$ cat config.mk
export PLATFORM = sky130hd
export DESIGN_NAME = cache_axi_arbiter_flat
export DESIGN_NICKNAME = d
export VERILOG_FILES = /design/src/rtl/cache_axi_arbiter_if.sv /design/src/rtl/cache_axi_arbiter.sv /design/src/flat_wrapper.sv
export SDC_FILE = /design/constraint.sdc
export NUM_CORES = 1
export LEC_CHECK = 0
export BUFFER_PORTS_ARGS = -buffer_cell sky130_fd_sc_hd__clkbuf_2
export CAP_MARGIN = 10
export CORE_AREA = 2 2 282 284
export DETAILED_ROUTE_END_ITERATION = 6
export DIE_AREA = 0 0 284 286
export HOLD_SLACK_MARGIN = 0.15
export RECOVER_POWER = 100
export SLEW_MARGIN = 20
export SYNTH_ARGS = -nofsm -noshare
export SYNTH_HDL_FRONTEND = slang
export SYNTH_SLANG_ARGS = --single-unit
$ cat constraint.sdc
create_clock -name clk -period 4.9 [get_ports clk]
set_input_delay 0.245 -clock clk [delete_from_list [all_inputs] [get_ports clk]]
set_output_delay 0.245 -clock clk [all_outputs]
set_load 0.05 [all_outputs]
$ cat src/rtl/cache_axi_arbiter_if.sv
// cache_axi_arbiter_if: read request/return and write request/response bundle shared by caches and the AXI bridge.
interface cache_axi_arbiter_if;
  logic         rd_req;
  logic [1:0]   rd_type;
  logic [31:0]  rd_addr;
  logic         rd_rdy;
  logic         ret_valid;
  logic         ret_last;
  logic [31:0]  ret_data;
  logic         wr_req;
  logic [2:0]   wr_type;
  logic [31:0]  wr_addr;
  logic [3:0]   wr_wstrb;
  logic [127:0] wr_data;
  logic         wr_rdy;
  logic         bvalid;
  modport master (
    output rd_req, rd_type, rd_addr, wr_req, wr_type, wr_addr, wr_wstrb, wr_data,
    input  rd_rdy, ret_valid, ret_last, ret_data, wr_rdy, bvalid
  );
  modport slave (
    input  rd_req, rd_type, rd_addr, wr_req, wr_type, wr_addr, wr_wstrb, wr_data,
    output rd_rdy, ret_valid, ret_last, ret_data, wr_rdy, bvalid
  );
endinterface

$ cat src/rtl/cache_axi_arbiter.sv
// cache_axi_arbiter: round-robin read arbitration of ICache/DCache onto one bridge,
// DCache write pass-through with an outstanding-write counter acting as a RAW barrier.
module cache_axi_arbiter #(
  parameter int MAX_WR_OUT = 4,
  parameter int CNT_W      = 3
) (
  input  logic clk,
  input  logic resetn,
  cache_axi_arbiter_if.slave  ic,
  cache_axi_arbiter_if.slave  dc,
  cache_axi_arbiter_if.master br,
  output logic wr_idle_o,
  output logic err_bresp_o
);
  typedef enum logic [1:0] {R_IDLE, R_REQ, R_DATA} state_e;
  state_e           state_q, state_d;
  logic             grant_q, grant_d;
  logic             prio_q, prio_d;
  logic [CNT_W-1:0] wr_cnt_q, wr_cnt_d;
  logic             err_q, err_d;
  logic             wr_ok, wr_hs, bdec, el0, el1, in_req, in_data;
  assign wr_ok   = wr_cnt_q < CNT_W'(MAX_WR_OUT);
  assign wr_hs   = br.wr_req & br.wr_rdy;
  assign bdec    = br.bvalid & (wr_cnt_q != '0);
  assign el0     = ic.rd_req;
  // DCache reads wait until every write has been acknowledged, including one being accepted now
  assign el1     = dc.rd_req & (wr_cnt_q == '0) & ~wr_hs;
  assign in_req  = resetn & (state_q == R_REQ);
  assign in_data = resetn & (state_q == R_DATA);
  assign br.rd_req   = in_req;
  assign br.rd_type  = grant_q ? dc.rd_type : ic.rd_type;
  assign br.rd_addr  = grant_q ? dc.rd_addr : ic.rd_addr;
  assign ic.rd_rdy   = in_req & ~grant_q & br.rd_rdy;
  assign dc.rd_rdy   = in_req & grant_q & br.rd_rdy;
  assign ic.ret_valid = in_data & ~grant_q & br.ret_valid;
  assign dc.ret_valid = in_data & grant_q & br.ret_valid;
  assign ic.ret_last = br.ret_last;
  assign dc.ret_last = br.ret_last;
  assign ic.ret_data = br.ret_data;
  assign dc.ret_data = br.ret_data;
  assign br.wr_req   = resetn & dc.wr_req & wr_ok;
  assign br.wr_type  = dc.wr_type;
  assign br.wr_addr  = dc.wr_addr;
  assign br.wr_wstrb = dc.wr_wstrb;
  assign br.wr_data  = dc.wr_data;
  assign dc.wr_rdy   = resetn & br.wr_rdy & wr_ok;
  assign ic.wr_rdy   = 1'b0;
  assign ic.bvalid   = 1'b0;
  assign dc.bvalid   = 1'b0;
  assign wr_idle_o   = wr_cnt_q == '0;
  assign err_bresp_o = err_q;
  always_comb begin
    state_d  = state_q;
    grant_d  = grant_q;
    prio_d   = prio_q;
    wr_cnt_d = wr_cnt_q + CNT_W'(wr_hs) - CNT_W'(bdec);
    err_d    = err_q | (br.bvalid & (wr_cnt_q == '0));
    if (state_q == R_IDLE && (el0 || el1)) begin
      state_d = R_REQ;
      grant_d = (el0 && el1) ? prio_q : el1;
    end
    if (state_q == R_REQ && br.rd_rdy) state_d = R_DATA;
    if (state_q == R_DATA && br.ret_valid && br.ret_last) begin
      state_d = R_IDLE;
      prio_d  = ~grant_q;
    end
  end
  always_ff @(posedge clk) begin
    if (!resetn) begin
      state_q  <= R_IDLE;
      grant_q  <= 1'b0;
      prio_q   <= 1'b0;
      wr_cnt_q <= '0;
      err_q    <= 1'b0;
    end else begin
      state_q  <= state_d;
      grant_q  <= grant_d;
      prio_q   <= prio_d;
      wr_cnt_q <= wr_cnt_d;
      err_q    <= err_d;
    end
  end
endmodule

$ cat src/flat_wrapper.sv
// flat-port wrapper written by rule: the top's interface ports become plain ports
module cache_axi_arbiter_flat 
#(
  parameter int MAX_WR_OUT = 4,
  parameter int CNT_W      = 3
)
  (clk, resetn, wr_idle_o, err_bresp_o, ic_rd_req, ic_rd_type, ic_rd_addr, ic_wr_req, ic_wr_type, ic_wr_addr, ic_wr_wstrb, ic_wr_data, ic_rd_rdy, ic_ret_valid, ic_ret_last, ic_ret_data, ic_wr_rdy, ic_bvalid, dc_rd_req, dc_rd_type, dc_rd_addr, dc_wr_req, dc_wr_type, dc_wr_addr, dc_wr_wstrb, dc_wr_data, dc_rd_rdy, dc_ret_valid, dc_ret_last, dc_ret_data, dc_wr_rdy, dc_bvalid, br_rd_req, br_rd_type, br_rd_addr, br_wr_req, br_wr_type, br_wr_addr, br_wr_wstrb, br_wr_data, br_rd_rdy, br_ret_valid, br_ret_last, br_ret_data, br_wr_rdy, br_bvalid);
  cache_axi_arbiter_if ic_i ();
  cache_axi_arbiter_if dc_i ();
  cache_axi_arbiter_if br_i ();
  input  logic clk;
  input  logic resetn;
  output logic wr_idle_o;
  output logic err_bresp_o;
  input wire logic [$bits(ic_i.rd_req)-1:0] ic_rd_req;
  input wire logic [$bits(ic_i.rd_type)-1:0] ic_rd_type;
  input wire logic [$bits(ic_i.rd_addr)-1:0] ic_rd_addr;
  input wire logic [$bits(ic_i.wr_req)-1:0] ic_wr_req;
  input wire logic [$bits(ic_i.wr_type)-1:0] ic_wr_type;
  input wire logic [$bits(ic_i.wr_addr)-1:0] ic_wr_addr;
  input wire logic [$bits(ic_i.wr_wstrb)-1:0] ic_wr_wstrb;
  input wire logic [$bits(ic_i.wr_data)-1:0] ic_wr_data;
  output wire logic [$bits(ic_i.rd_rdy)-1:0] ic_rd_rdy;
  output wire logic [$bits(ic_i.ret_valid)-1:0] ic_ret_valid;
  output wire logic [$bits(ic_i.ret_last)-1:0] ic_ret_last;
  output wire logic [$bits(ic_i.ret_data)-1:0] ic_ret_data;
  output wire logic [$bits(ic_i.wr_rdy)-1:0] ic_wr_rdy;
  output wire logic [$bits(ic_i.bvalid)-1:0] ic_bvalid;
  input wire logic [$bits(dc_i.rd_req)-1:0] dc_rd_req;
  input wire logic [$bits(dc_i.rd_type)-1:0] dc_rd_type;
  input wire logic [$bits(dc_i.rd_addr)-1:0] dc_rd_addr;
  input wire logic [$bits(dc_i.wr_req)-1:0] dc_wr_req;
  input wire logic [$bits(dc_i.wr_type)-1:0] dc_wr_type;
  input wire logic [$bits(dc_i.wr_addr)-1:0] dc_wr_addr;
  input wire logic [$bits(dc_i.wr_wstrb)-1:0] dc_wr_wstrb;
  input wire logic [$bits(dc_i.wr_data)-1:0] dc_wr_data;
  output wire logic [$bits(dc_i.rd_rdy)-1:0] dc_rd_rdy;
  output wire logic [$bits(dc_i.ret_valid)-1:0] dc_ret_valid;
  output wire logic [$bits(dc_i.ret_last)-1:0] dc_ret_last;
  output wire logic [$bits(dc_i.ret_data)-1:0] dc_ret_data;
  output wire logic [$bits(dc_i.wr_rdy)-1:0] dc_wr_rdy;
  output wire logic [$bits(dc_i.bvalid)-1:0] dc_bvalid;
  output wire logic [$bits(br_i.rd_req)-1:0] br_rd_req;
  output wire logic [$bits(br_i.rd_type)-1:0] br_rd_type;
  output wire logic [$bits(br_i.rd_addr)-1:0] br_rd_addr;
  output wire logic [$bits(br_i.wr_req)-1:0] br_wr_req;
  output wire logic [$bits(br_i.wr_type)-1:0] br_wr_type;
  output wire logic [$bits(br_i.wr_addr)-1:0] br_wr_addr;
  output wire logic [$bits(br_i.wr_wstrb)-1:0] br_wr_wstrb;
  output wire logic [$bits(br_i.wr_data)-1:0] br_wr_data;
  input wire logic [$bits(br_i.rd_rdy)-1:0] br_rd_rdy;
  input wire logic [$bits(br_i.ret_valid)-1:0] br_ret_valid;
  input wire logic [$bits(br_i.ret_last)-1:0] br_ret_last;
  input wire logic [$bits(br_i.ret_data)-1:0] br_ret_data;
  input wire logic [$bits(br_i.wr_rdy)-1:0] br_wr_rdy;
  input wire logic [$bits(br_i.bvalid)-1:0] br_bvalid;
  assign ic_i.rd_req = ic_rd_req;
  assign ic_i.rd_type = ic_rd_type;
  assign ic_i.rd_addr = ic_rd_addr;
  assign ic_i.wr_req = ic_wr_req;
  assign ic_i.wr_type = ic_wr_type;
  assign ic_i.wr_addr = ic_wr_addr;
  assign ic_i.wr_wstrb = ic_wr_wstrb;
  assign ic_i.wr_data = ic_wr_data;
  assign ic_rd_rdy = ic_i.rd_rdy;
  assign ic_ret_valid = ic_i.ret_valid;
  assign ic_ret_last = ic_i.ret_last;
  assign ic_ret_data = ic_i.ret_data;
  assign ic_wr_rdy = ic_i.wr_rdy;
  assign ic_bvalid = ic_i.bvalid;
  assign dc_i.rd_req = dc_rd_req;
  assign dc_i.rd_type = dc_rd_type;
  assign dc_i.rd_addr = dc_rd_addr;
  assign dc_i.wr_req = dc_wr_req;
  assign dc_i.wr_type = dc_wr_type;
  assign dc_i.wr_addr = dc_wr_addr;
  assign dc_i.wr_wstrb = dc_wr_wstrb;
  assign dc_i.wr_data = dc_wr_data;
  assign dc_rd_rdy = dc_i.rd_rdy;
  assign dc_ret_valid = dc_i.ret_valid;
  assign dc_ret_last = dc_i.ret_last;
  assign dc_ret_data = dc_i.ret_data;
  assign dc_wr_rdy = dc_i.wr_rdy;
  assign dc_bvalid = dc_i.bvalid;
  assign br_rd_req = br_i.rd_req;
  assign br_rd_type = br_i.rd_type;
  assign br_rd_addr = br_i.rd_addr;
  assign br_wr_req = br_i.wr_req;
  assign br_wr_type = br_i.wr_type;
  assign br_wr_addr = br_i.wr_addr;
  assign br_wr_wstrb = br_i.wr_wstrb;
  assign br_wr_data = br_i.wr_data;
  assign br_i.rd_rdy = br_rd_rdy;
  assign br_i.ret_valid = br_ret_valid;
  assign br_i.ret_last = br_ret_last;
  assign br_i.ret_data = br_ret_data;
  assign br_i.wr_rdy = br_wr_rdy;
  assign br_i.bvalid = br_bvalid;
  cache_axi_arbiter #(.MAX_WR_OUT(MAX_WR_OUT), .CNT_W(CNT_W)) u_core (.clk(clk), .resetn(resetn), .ic(ic_i), .dc(dc_i), .br(br_i), .wr_idle_o(wr_idle_o), .err_bresp_o(err_bresp_o));
endmodule
# Word level (Yosys, flattened, before mapping)
# Cells that the tools add are included.
[totals] elab_cells=51 in_bits=445 out_inout_bits=279 reg_bits=8
[op_classes] n_eq_ne=2 magnitude_cmp=1 n_bitwise=23 mux=5 addsub=2 reduce_logical=12
[ops] op="two-way mux 32 bit" n=1
[ops] op="bitwise AND 1 bit" n=19
[ops] op="two-way mux 2 bit" n=3
[ops] op="logical AND 1 bit" n=5
[ops] op="adder 3 x 1 -> 3 bit" n=1
[ops] op="zero test 3 bit" n=1
[ops] op="less-than comparator 3 bit, second input constant" n=1
[ops] op="inverter 1 bit" n=3
[ops] op="nonzero test 3 bit" n=1
[ops] op="OR reduction 3 bit" n=1
[ops] op="subtractor 3 x 1 -> 3 bit" n=1
[ops] op="equality test 2 x 1 -> 1 bit, second input constant" n=1
[ops] op="equality test 2 bit, second input constant" n=1
[ops] op="zero test 2 bit" n=1
[ops] op="nonzero test 2 bit" n=1
[ops] op="OR reduction 2 bit" n=1
[ops] op="logical OR 1 bit" n=1
[ops] op="two-way mux 1 bit" n=1
[ops] op="OR 1 bit" n=1

# Depth between registers and ports, before layout
# Gate-level depths: netlist (run 1).
[depth] ltp_word=9 ltp_mapped=8 depth_no_buf=8

# Worst setup path before layout (run 1)
# No wires, ideal clock.
[synth_timing] path_type="reg2reg" startpoint="reg u_core.wr_cnt_q[2]" endpoint="reg u_core.wr_cnt_q[2]" path_slack_ps=2647 setup_time_ps=115 arrival_ps=2138 synth_period_minus_slack_ps=2253 stages_incl_launch_ff=9 path_buffers=0 required_time_ps=4785 cell_sequence="dfxtp_1 nor3_4 nor2b_1 ha_1 inv_1 ha_1 fa_1 xnor2_1 and2_1"
[synth_between] elab_chain_len=5 word_cells_on_any_way=7 cone_classes="add/sub (2); order compare (1); bitwise (3); reduce/logical (1)"
[synth_rtl] element="start: declaration" line="cache_axi_arbiter.sv:19" source="logic [CNT_W-1:0] wr_cnt_q, wr_cnt_d;"
[synth_rtl] element="start signal: assignment" line="cache_axi_arbiter.sv:79" source="wr_cnt_q <= wr_cnt_d;"
[synth_rtl] element="less-than comparator 3 bit" line="cache_axi_arbiter.sv:22" source="assign wr_ok = wr_cnt_q < CNT_W'(MAX_WR_OUT);"
[synth_rtl] element="bitwise AND 1 bit" line="cache_axi_arbiter.sv:41" source="assign br.wr_req = resetn & dc.wr_req & wr_ok;"
[synth_rtl] element="bitwise AND 1 bit" line="cache_axi_arbiter.sv:23" source="assign wr_hs = br.wr_req & br.wr_rdy;"
[synth_rtl] element="adder 3 x 1 -> 3 bit" line="cache_axi_arbiter.sv:56" source="wr_cnt_d = wr_cnt_q + CNT_W'(wr_hs) - CNT_W'(bdec);"
[synth_rtl] element="subtractor 3 x 1 -> 3 bit (*)" line="cache_axi_arbiter.sv:56"
# Mark *: on every way between the ends. The rest lies on a longest branch, timed or not.
# A chain may end at the register's enable or synchronous reset.

# Final worst setup path (run 1)
[layout_timing] startpoint="reg u_core.grant_q" endpoint="out dc_ret_valid"
[layout_between] elab_chain_len=2
[layout_rtl] element="start: declaration" line="cache_axi_arbiter.sv:17" source="logic grant_q, grant_d;"
[layout_rtl] element="start signal: assignment" line="cache_axi_arbiter.sv:77" source="grant_q <= grant_d;"
[layout_rtl] element="bitwise AND 1 bit (2 in a row)" line="cache_axi_arbiter.sv:36" source="assign dc.ret_valid = in_data & grant_q & br.ret_valid;"
[layout_rtl] element="end: declaration" line="flat_wrapper.sv:38" source="output wire logic [$bits(dc_i.ret_valid)-1:0] dc_ret_valid;"
# No other way between the ends.

==> results.json, run 1 <==
{
  "grt_overflow": 0,
  "ios": 724,
  "dpl_cell_area_mm2": 0.00282,
  "critical_path_arrival_ps": 2890,
  "vdd_drop_max_uv": 80.3,
  "tns_ps": 0,
  "hold_viol": 0,
  "period_needed_ps": 3130,
  "cp-start-kind": "register",
  "hold_class": "input port to register",
  "antenna_found_initial": 1,
  "rsz0062_at_grt": "no",
  "regArea_um2": 160,
  "startpoint": "u_core.grant_q",
  "clkTransAtPathRegs_ps": 40,
  "cts_resized": 0,
  "fin_util": 0.0362,
  "slew_headroom": -0.301,
  "cap_violations": 1,
  "power_density_mw_per_mm2": 231,
  "ys_types": 31,
  "multiInputGateArea_um2": 704,
  "antenna_left": 0,
  "drtPass1Iterations": 4,
  "r2r-end": "u_core.grant_q",
  "vias": 1603,
  "port_buffers": 122,
  "hold_slack_ps": 289,
  "drive_above_1_share": 0.546,
  "cts-root-buf": "clkbuf_16",
  "syn-instance-count": 330,
  "endpoint_kind": "output port",
  "track_usage": 0.0242,
  "cts_tree": "yes",
  "htree_levels": 1,
  "crit_type": "register to output port",
  "power.leakage_nw": 0.777,
  "die-area_mm2": 0.0812,
  "synth-seq-cells": 8,
  "die_y_um": 286,
  "rr_worst_depth": 3,
  "critPathRequiredTime_ps": 4660,
  "finalSetupViolations": 0,
  "dieWidth_um": 284,
  "postLayoutCellArea_mm2": 0.00283,
  "failed_checks": "capacitance limit, slew limit",
  "gp_congestion": 0.809,
  "cp_max_fo": 38,
  "grt_start_max_net_pins": 38,
  "dp_hpwl_um": 9320,
  "grt_pass1_vias": 1790,
  "fin_crit_sh": 0.639,
  "clock-sinks": 8,
  "postCtsSetupBuffers": 0,
  "drt_iter0_drc": 21,
  "critPathCapture": "dc_ret_valid",
  "start_util": 0.0344,
  "clock_path_buffers": 2,
  "status": "complete, but fails checks",
  "cts_hold_buf": 0,
  "fmax_ghz": 0.319,
  "ys_seq_area_frac": 0.0595,
  "worst_pin_slew_ps": 1950,
  "detail_route.wl_per_cell_um": 8.56,
  "rows": 103,
  "wirelength_um": 10800,
  "avgViaCountPerCell": 1.27,
  "areaGrowthSynthToFinish_pct": 5.16,
  "clk-insertion-delay-late_ps": 230,
  "syn_avg_cell_area_um2": 8.16,
  "n_fill_cell": 9422,
  "coreArea_mm2": 0.0784,
  "r2r_slack_ps": 2360,
  "drc": 0,
  "finalClockSkew_ps": 1.98,
  "syn_area_mm2": 0.00269,
  "grt_pass1_wl_um": 13600,
  "ys_warn_count": 0,
  "finalMaxSlewViolations": 39,
  "cts_buffers": 3,
  "worstReg2RegStart": "u_core.grant_q",
  "nets": 666
}
[layer usage]
metal	global-route usage	part of all wire	up-vias
met5	0	0	-
met4	0.0380	0.16	0
met3	0.0167	0.21	136
met2	0.0450	0.50	307
met1	0.00924	0.14	581
li1	-	-	579
[area by class of cell]
type,count,share of cell area
Antenna cell,1,0.000883
Multi-Input combinational cell,77,0.249
Sequential cell,8,0.0565
Clock buffer,3,0.0265
Timing Repair Buffer,122,0.196
Tap cell,1050,0.464
Inverter,6,0.00795
[through the flow]
| stage | std cells | worst slack [ps] | power, mW |
|---|---|---|---|
| detailed placement | 1263 | 2880 | 0.537 |
| CTS | 1266 | 2630 | 0.680 |
| finish | 1267 | 1770 | 0.653 |
| global placement | 1263 | 2890 | 0.537 |
| floorplan | 332 | 2650 | 0.942 |
| global route | 1266 | 1380 | 0.686 |
[layout by cell type (no fill, tap or decap), types with 2 or more instances in the layout]
| cell | count |
|---|---|
| or2b_1 | 2 |
| nand3_1 | 3 |
| and2_0 | 2 |
| mux2_2 | 34 |
| nand3b_1 | 2 |
| conb_1 | 3 |
| clkbuf_16 | 3 |
| nor2b_1 | 3 |
| nor2_1 | 6 |
| a21oi_1 | 2 |
| and3b_2 | 2 |
| dfxtp_1 | 8 |
| clkbuf_1 | 45 |
| clkbuf_2 | 77 |
| ha_1 | 2 |
| inv_1 | 6 |
[where the power goes]
group,switching (mW),internal [mW]
registers,0.0360,0.0807
logic,0.274,0.125
clock network,0.0320,0.105
total,0.342,0.311
[cell usage after synthesis, drive strengths merged]
cell    number  area, um2
a22oi        1       7.51
nand4b       1       23.8
conb         1       3.75
xnor2        1       8.76
nand2        1       3.75
dfxtp        8        160
nor2b        3       18.8
mux2        34        383
a21oi        2       10.0
and2         3       18.8
nand2b       1       6.26
nor3         1       16.3
and3b        3       28.8
clkbuf       1       3.75
a21boi       1       7.51
o21ai        1       5.00
or3          1       6.26
a311o        1       10.0
buf        240       1800
ha           2       25.0
nor2         6       22.5
o221ai       1       8.76
inv          6       22.5
nand3        3       15.0
nand3b       3       35.0
fa           1       20.0
or2b         2       15.0
xor2         1       8.76
[registers in the layout, indices dropped and copies added, names as in the netlist]
name	flops
u_core.err_bresp_o	1
u_core.grant_q	1
u_core.prio_q	1
u_core.state_q	2
u_core.wr_cnt_q	3
[worst max-delay path: stages (launching register included)]
cell and delay, ps:
dfxtp_1 1580, nand2_1 360, nor2_1 200, clkbuf_1 500
[how the worst min path moves through the flow]
stage / start / endpoint / slack (ps) / cells after the start
floorplan: br_bvalid / u_core.err_bresp_o / 410 / 2
finish: br_bvalid / u_core.err_bresp_o / 290 / 3
CTS: br_bvalid / u_core.err_bresp_o / 290 / 3
detailed placement: u_core.prio_q / u_core.prio_q / 480 / 2
global placement: u_core.prio_q / u_core.prio_q / 460 / 2
global route: br_bvalid / u_core.err_bresp_o / 310 / 3
[cells by family after synthesis]
group                      Yosys count  share of synthesized area
muxes                               34                      0.142
other                                1                    0.00139
and+or+nand+nor                     28                     0.0780
DFF                                  8                     0.0595
adders and majority gates            3                     0.0167
AOI/OAI and AO/OA                    7                     0.0181
buffers and inverters              247                      0.678
xor gates and xnor gates             2                    0.00650
(Power assumes the default switching activity.)
==> inputs of run 2 (changes only) <==
--- a/config.mk
+++ b/config.mk
@@ -7,9 +7,9 @@
 export LEC_CHECK = 0
 export BUFFER_PORTS_ARGS = -buffer_cell sky130_fd_sc_hd__clkbuf_2
 export CAP_MARGIN = 10
-export CORE_AREA = 2 2 282 284
+export CORE_AREA = 2 2 278 280
 export DETAILED_ROUTE_END_ITERATION = 6
-export DIE_AREA = 0 0 284 286
+export DIE_AREA = 0 0 280 282
 export HOLD_SLACK_MARGIN = 0.15
 export RECOVER_POWER = 100
 export SLEW_MARGIN = 20
==> constraint.sdc (replaced) <==
create_clock -name clk -period 3.1 [get_ports clk]
set_input_delay 0.155 -clock clk [delete_from_list [all_inputs] [get_ports clk]]
set_output_delay 0.155 -clock clk [all_outputs]
set_load 0.05 [all_outputs]
==> run 2 against run 1 <==
Critical endpoint is now br_rd_addr[26]. Via count fell by 0.37%. Count of clock-buffer cells in the layout stayed put. Worst setup slack lost 930 ps. Sequential share of layout area up 0.22 points. The flow now finishes without violations. Clock skew fell by 1.2 ps. Die area is 2.8% lower. Sequential power increased by 55%. Power rose by 58%. Cell area fell by 2.9%. Register-to-register slack worse by 1500 ps. Highest routed layer unchanged.
==> results.json, run 2 (same netlist as run 1, synthesis figures left out) <==
{
  "drive_above_1_share": 0.558,
  "rsz0062_at_grt": "no",
  "cp_cell_sequence": "mux2_2 -> clkbuf_1",
  "period_needed_ps": 2260,
  "htree_levels": 1,
  "hold_class": "input port to register",
  "cap_violations": 0,
  "dpl_cell_area_mm2": 0.00274,
  "coreArea_mm2": 0.0757,
  "grt_overflow": 0,
  "grt_pass1_vias": 1665,
  "worst_pin_slew_ps": 977,
  "power_density_mw_per_mm2": 374,
  "postCtsSetupBuffers": 0,
  "detail_route.wl_per_cell_um": 9.09,
  "largest_reg_flops": 3,
  "finalSetupViolations": 0,
  "antenna_cells": 0,
  "multiInputGateArea_um2": 704,
  "status": "finished clean",
  "antenna_left": 0,
  "hold_viol": 0,
  "vias": 1597,
  "die-area_mm2": 0.0790,
  "cp-start-kind": "register",
  "postLayoutCellArea_mm2": 0.00275,
  "crit_type": "register to output port",
  "cts_resized": 0,
  "finalMaxSlewViolations": 0,
  "cp_max_fo": 36,
  "clock_path_buffers": 2,
  "fmax_ghz": 0.443,
  "drt_iter0_drc": 21,
  "clkTransAtPathRegs_ps": 40,
  "cts_hold_buf": 0,
  "cts-root-buf": "clkbuf_16",
  "avgViaCountPerCell": 1.34,
  "start_util": 0.0356,
  "rows": 101,
  "final_common_cell": "clkbuf_2",
  "cts_buffers": 3,
  "die_y_um": 282,
  "gp_congestion": 0.851,
  "regArea_um2": 161,
  "drtPass1Iterations": 2,
  "clock-sinks": 8,
  "crit_buf_inv": 1,
  "clk-insertion-delay-late_ps": 230,
  "fin_crit_sh": 0.728,
  "finalClockSkew_ps": 0.753,
  "worst_path_max_delay_cell": "dfxtp_2",
  "track_usage": 0.0247,
  "largestRegisters": "u_core.wr_cnt_q x3, u_core.state_q x2",
  "grt_pass1_wl_um": 13000,
  "wirelength_um": 10900,
  "grt_start_max_net_pins": 37,
  "tns_ps": 0,
  "dieWidth_um": 280,
  "dp_hpwl_um": 9570,
  "power.leakage_nw": 0.786,
  "port_buffers": 122,
  "regMostFlops": "u_core.wr_cnt_q",
  "endpoint_kind": "output port",
  "layout_common_cells": "clkbuf_2, clkbuf_1, mux2_2",
  "nets": 667,
  "areaGrowthSynthToFinish_pct": 2.09,
  "n_fill_cell": 8961,
  "ios": 724,
  "r2r_slack_ps": 870,
  "cts_tree": "yes",
  "antenna_found_initial": 0,
  "critical_path_arrival_ps": 2100,
  "cp_top_family": "flip-flops",
  "slew_headroom": 0.348,
  "critPathRequiredTime_ps": 2940,
  "slowest_delay_ps": 910,
  "vdd_drop_max_uv": 141,
  "drc": 0
}
==> run 2: cell count changes in the layout (fill, tap and decap cells not counted) <==
cell	delta
dfxtp_1	-1
clkbuf_2	+1
and2_1	+1
diode_2	-1
clkbuf_1	-1
and2_0	-1
dfxtp_2	+1
clkbuf_4	+1
==> run 2: cell type report <==
class                      count  share of cell area
inverter                       6             0.00819
timing repair buffer         123               0.205
tap                          978               0.445
sequential                     8              0.0587
clock buffer                   3              0.0273
multi-input combinational     77               0.256
==> run 2: metrics by stage <==
stage / total power [mW] / hold WS [ps] / std cells / setup WS [ps] / util
floorplan: 1.49 / 318 / 332 / 847 / -
global placement: 0.855 / 310 / 1192 / 1120 / 0.0362
detailed placement: 0.856 / 310 / 1192 / 1110 / 0.0362
CTS: 1.08 / 195 / 1195 / 950 / 0.0372
global route: 1.09 / 220 / 1195 / 649 / 0.0363
finish: 1.03 / 199 / 1195 / 843 / 0.0363
==> run 2: worst reg2reg max path, delay by kind of cell (launching register included) <==
kind	cells	cell delay, ps
AND/OR/NAND/NOR	3	740
adder cells (fa/ha/maj)	3	860
flip-flops	1	340
buffers and inverters	1	40
XOR/XNOR	1	130
==> run 2: worst paths after layout <==
path / startpoint / end / cells past startpoint
setup / recovery: u_core.grant_q / br_rd_addr[26] / 2
hold / removal: br_bvalid / u_core.err_bresp_o / 3
setup reg to reg: u_core.wr_cnt_q[2] / u_core.wr_cnt_q[2] / 8
hold reg to reg: u_core.prio_q / u_core.prio_q / 2
==> run 2: power by group <==
part	internal, mW	switching [mW]	total, mW	leakage (nW)
Combinational	0.197	0.436	0.632	0.683
Clock	0.166	0.0498	0.216	0.0370
Sequential	0.128	0.0533	0.181	0.0664
==> run 2: metal layers <==
layer / part of all wire / track usage / vias to the layer above
met3: 0.24 / 0.0217 / 133
met5: 0 / 0 / -
met4: 0.17 / 0.0415 / 0
met2: 0.46 / 0.0420 / 306
met1: 0.13 / 0.00883 / 580
li1: - / - / 578
==> inputs of run 3 (changes only) <==
==> constraint.sdc (replaced) <==
create_clock -name clk -period 2.1 [get_ports clk]
set_input_delay 0.105 -clock clk [delete_from_list [all_inputs] [get_ports clk]]
set_output_delay 0.105 -clock clk [all_outputs]
set_load 0.05 [all_outputs]
==> run 3 against run 2 <==
First-iteration DRC count grew 48%. Clock power is 47% higher. Sequential power is 19% higher. Cell count grew 0.33%. Critical path type is now register to register. Critical endpoint is now u_core.wr_cnt_q[2]. Largest power group unchanged.
==> results.json, run 3 (same netlist as run 1, synthesis figures left out) <==
{
  "status": "finished clean",
  "layout_common_cells": "clkbuf_2, clkbuf_1, mux2_2",
  "cts_resized": 0,
  "drive_above_1_share": 0.566,
  "dieWidth_um": 280,
  "slew_headroom": 0.480,
  "cp-start-kind": "register",
  "port_buffers": 122,
  "antenna_found_initial": 1,
  "nets": 669,
  "hold_slack_ps": 145,
  "detail_route.wl_per_cell_um": 7.83,
  "ios": 724,
  "dp_hpwl_um": 7980,
  "htree_levels": 1,
  "power.leakage_nw": 0.775,
  "grt_start_max_net_pins": 38,
  "drc": 0,
  "hold_viol": 0,
  "finalSetupViolations": 0,
  "cts_buffers": 3,
  "cts-root-buf": "clkbuf_16",
  "crit_type": "register to register",
  "fmax_ghz": 0.529,
  "tns_ps": 0,
  "clk-insertion-delay-late_ps": 230,
  "cts_hold_buf": 0,
  "cp_cell_sequence": "nor3_1 -> nor2b_1 -> ha_1 -> inv_1 -> ha_2 -> fa_2 -> xnor2_1 -> and2_1",
  "largest_reg_flops": 3,
  "grt_pass1_wl_um": 11700,
  "finalMaxSlewViolations": 0,
  "vias": 1557,
  "worst_path_max_delay_cell": "fa_2",
  "clkTransAtPathRegs_ps": 40,
  "avgViaCountPerCell": 1.30,
  "endpoint_kind": "register",
  "areaGrowthSynthToFinish_pct": 2.93,
  "antenna_left": 0,
  "postCtsSetupBuffers": 0,
  "dpl_cell_area_mm2": 0.00278,
  "cp_max_fo": 3,
  "regMostFlops": "u_core.wr_cnt_q",
  "power_density_mw_per_mm2": 555,
  "period_needed_ps": 1890,
  "die_y_um": 282,
  "multiInputGateArea_um2": 697,
  "coreArea_mm2": 0.0757,
  "cp_top_family": "adder cells",
  "track_usage": 0.0212,
  "grt_pass1_vias": 1652,
  "fin_crit_sh": 0.901,
  "slowest_delay_ps": 350,
  "regArea_um2": 163,
  "start_util": 0.0356,
  "drtPass1Iterations": 4,
  "finalClockSkew_ps": 2.67,
  "rows": 101,
  "cts_tree": "yes",
  "postLayoutCellArea_mm2": 0.00277,
  "fin_total_pwr_mw": 1.54,
  "clock-sinks": 8,
  "drt_iter0_drc": 31,
  "largestRegisters": "u_core.wr_cnt_q x3, u_core.state_q x2",
  "wirelength_um": 9390,
  "clock_path_buffers": 2,
  "crit_buf_inv": 1,
  "worst_pin_slew_ps": 783,
  "hold_class": "input port to register",
  "vdd_drop_max_uv": 196,
  "die-area_mm2": 0.0790,
  "fin_cells": 1199,
  "n_fill_cell": 8962,
  "gp_congestion": 0.783,
  "post-place-cells": 1194,
  "cap_violations": 0,
  "critPathRequiredTime_ps": 2220,
  "final_common_cell": "clkbuf_2",
  "grt_overflow": 0,
  "rsz0062_at_grt": "no",
  "critical_path_arrival_ps": 2020
}
-- run 3: metal layers --
layer	track usage	routed length [um]	vias to the layer above
met3	0.0210	2380	126
met2	0.0364	4400	299
met4	0.0337	1480	0
met1	0.00639	1130	550
li1	-	-	582
met5	0	0	-
-- run 3: worst register-to-register path, stage by stage, from the launching register on --
cell,delay (ps)
dfxtp_1,330
nor3_1,250
nor2b_1,90
ha_1,290
inv_1,40
ha_2,170
fa_2,350
xnor2_1,120
and2_1,140
-- run 3: final timing paths --
kind | startpoint | endpoint | slack [ps] | cells past startpoint
worst max register to register | u_core.wr_cnt_q[1] | u_core.wr_cnt_q[2] | 210 | 8
worst max-delay path | u_core.wr_cnt_q[1] | u_core.wr_cnt_q[2] | 210 | 8
worst min-delay path | br_bvalid | u_core.err_bresp_o | 140 | 3
worst min register to register | u_core.prio_q | u_core.prio_q | 470 | 2
-- run 3: through the flow --
stage / util / setup WS, ps
3_3_place_gp: 0.0367 / 340
5_1_grt: 0.0366 / 118
6_report: 0.0366 / 209
4_1_cts: 0.0377 / 304
3_5_place_dp: 0.0367 / 313
2_1_floorplan: - / -65.1
-- run 3: area by class of cell --
class / instances / area share
clock buffer: 3 / 0.0271
sequential: 8 / 0.0587
multi-input combinational: 77 / 0.251
antenna: 2 / 0.00181
inverter: 6 / 0.00812
tap: 978 / 0.441
timing repair buffer: 125 / 0.212
-- run 3: power breakdown --
| group | switching (mW) | internal (mW) | total [mW] |
|---|---|---|---|
| registers | 0.0261 | 0.190 | 0.216 |
| logic | 0.694 | 0.310 | 1.00 |
| clock network | 0.0727 | 0.245 | 0.318 |
| total | 0.793 | 0.746 | 1.54 |
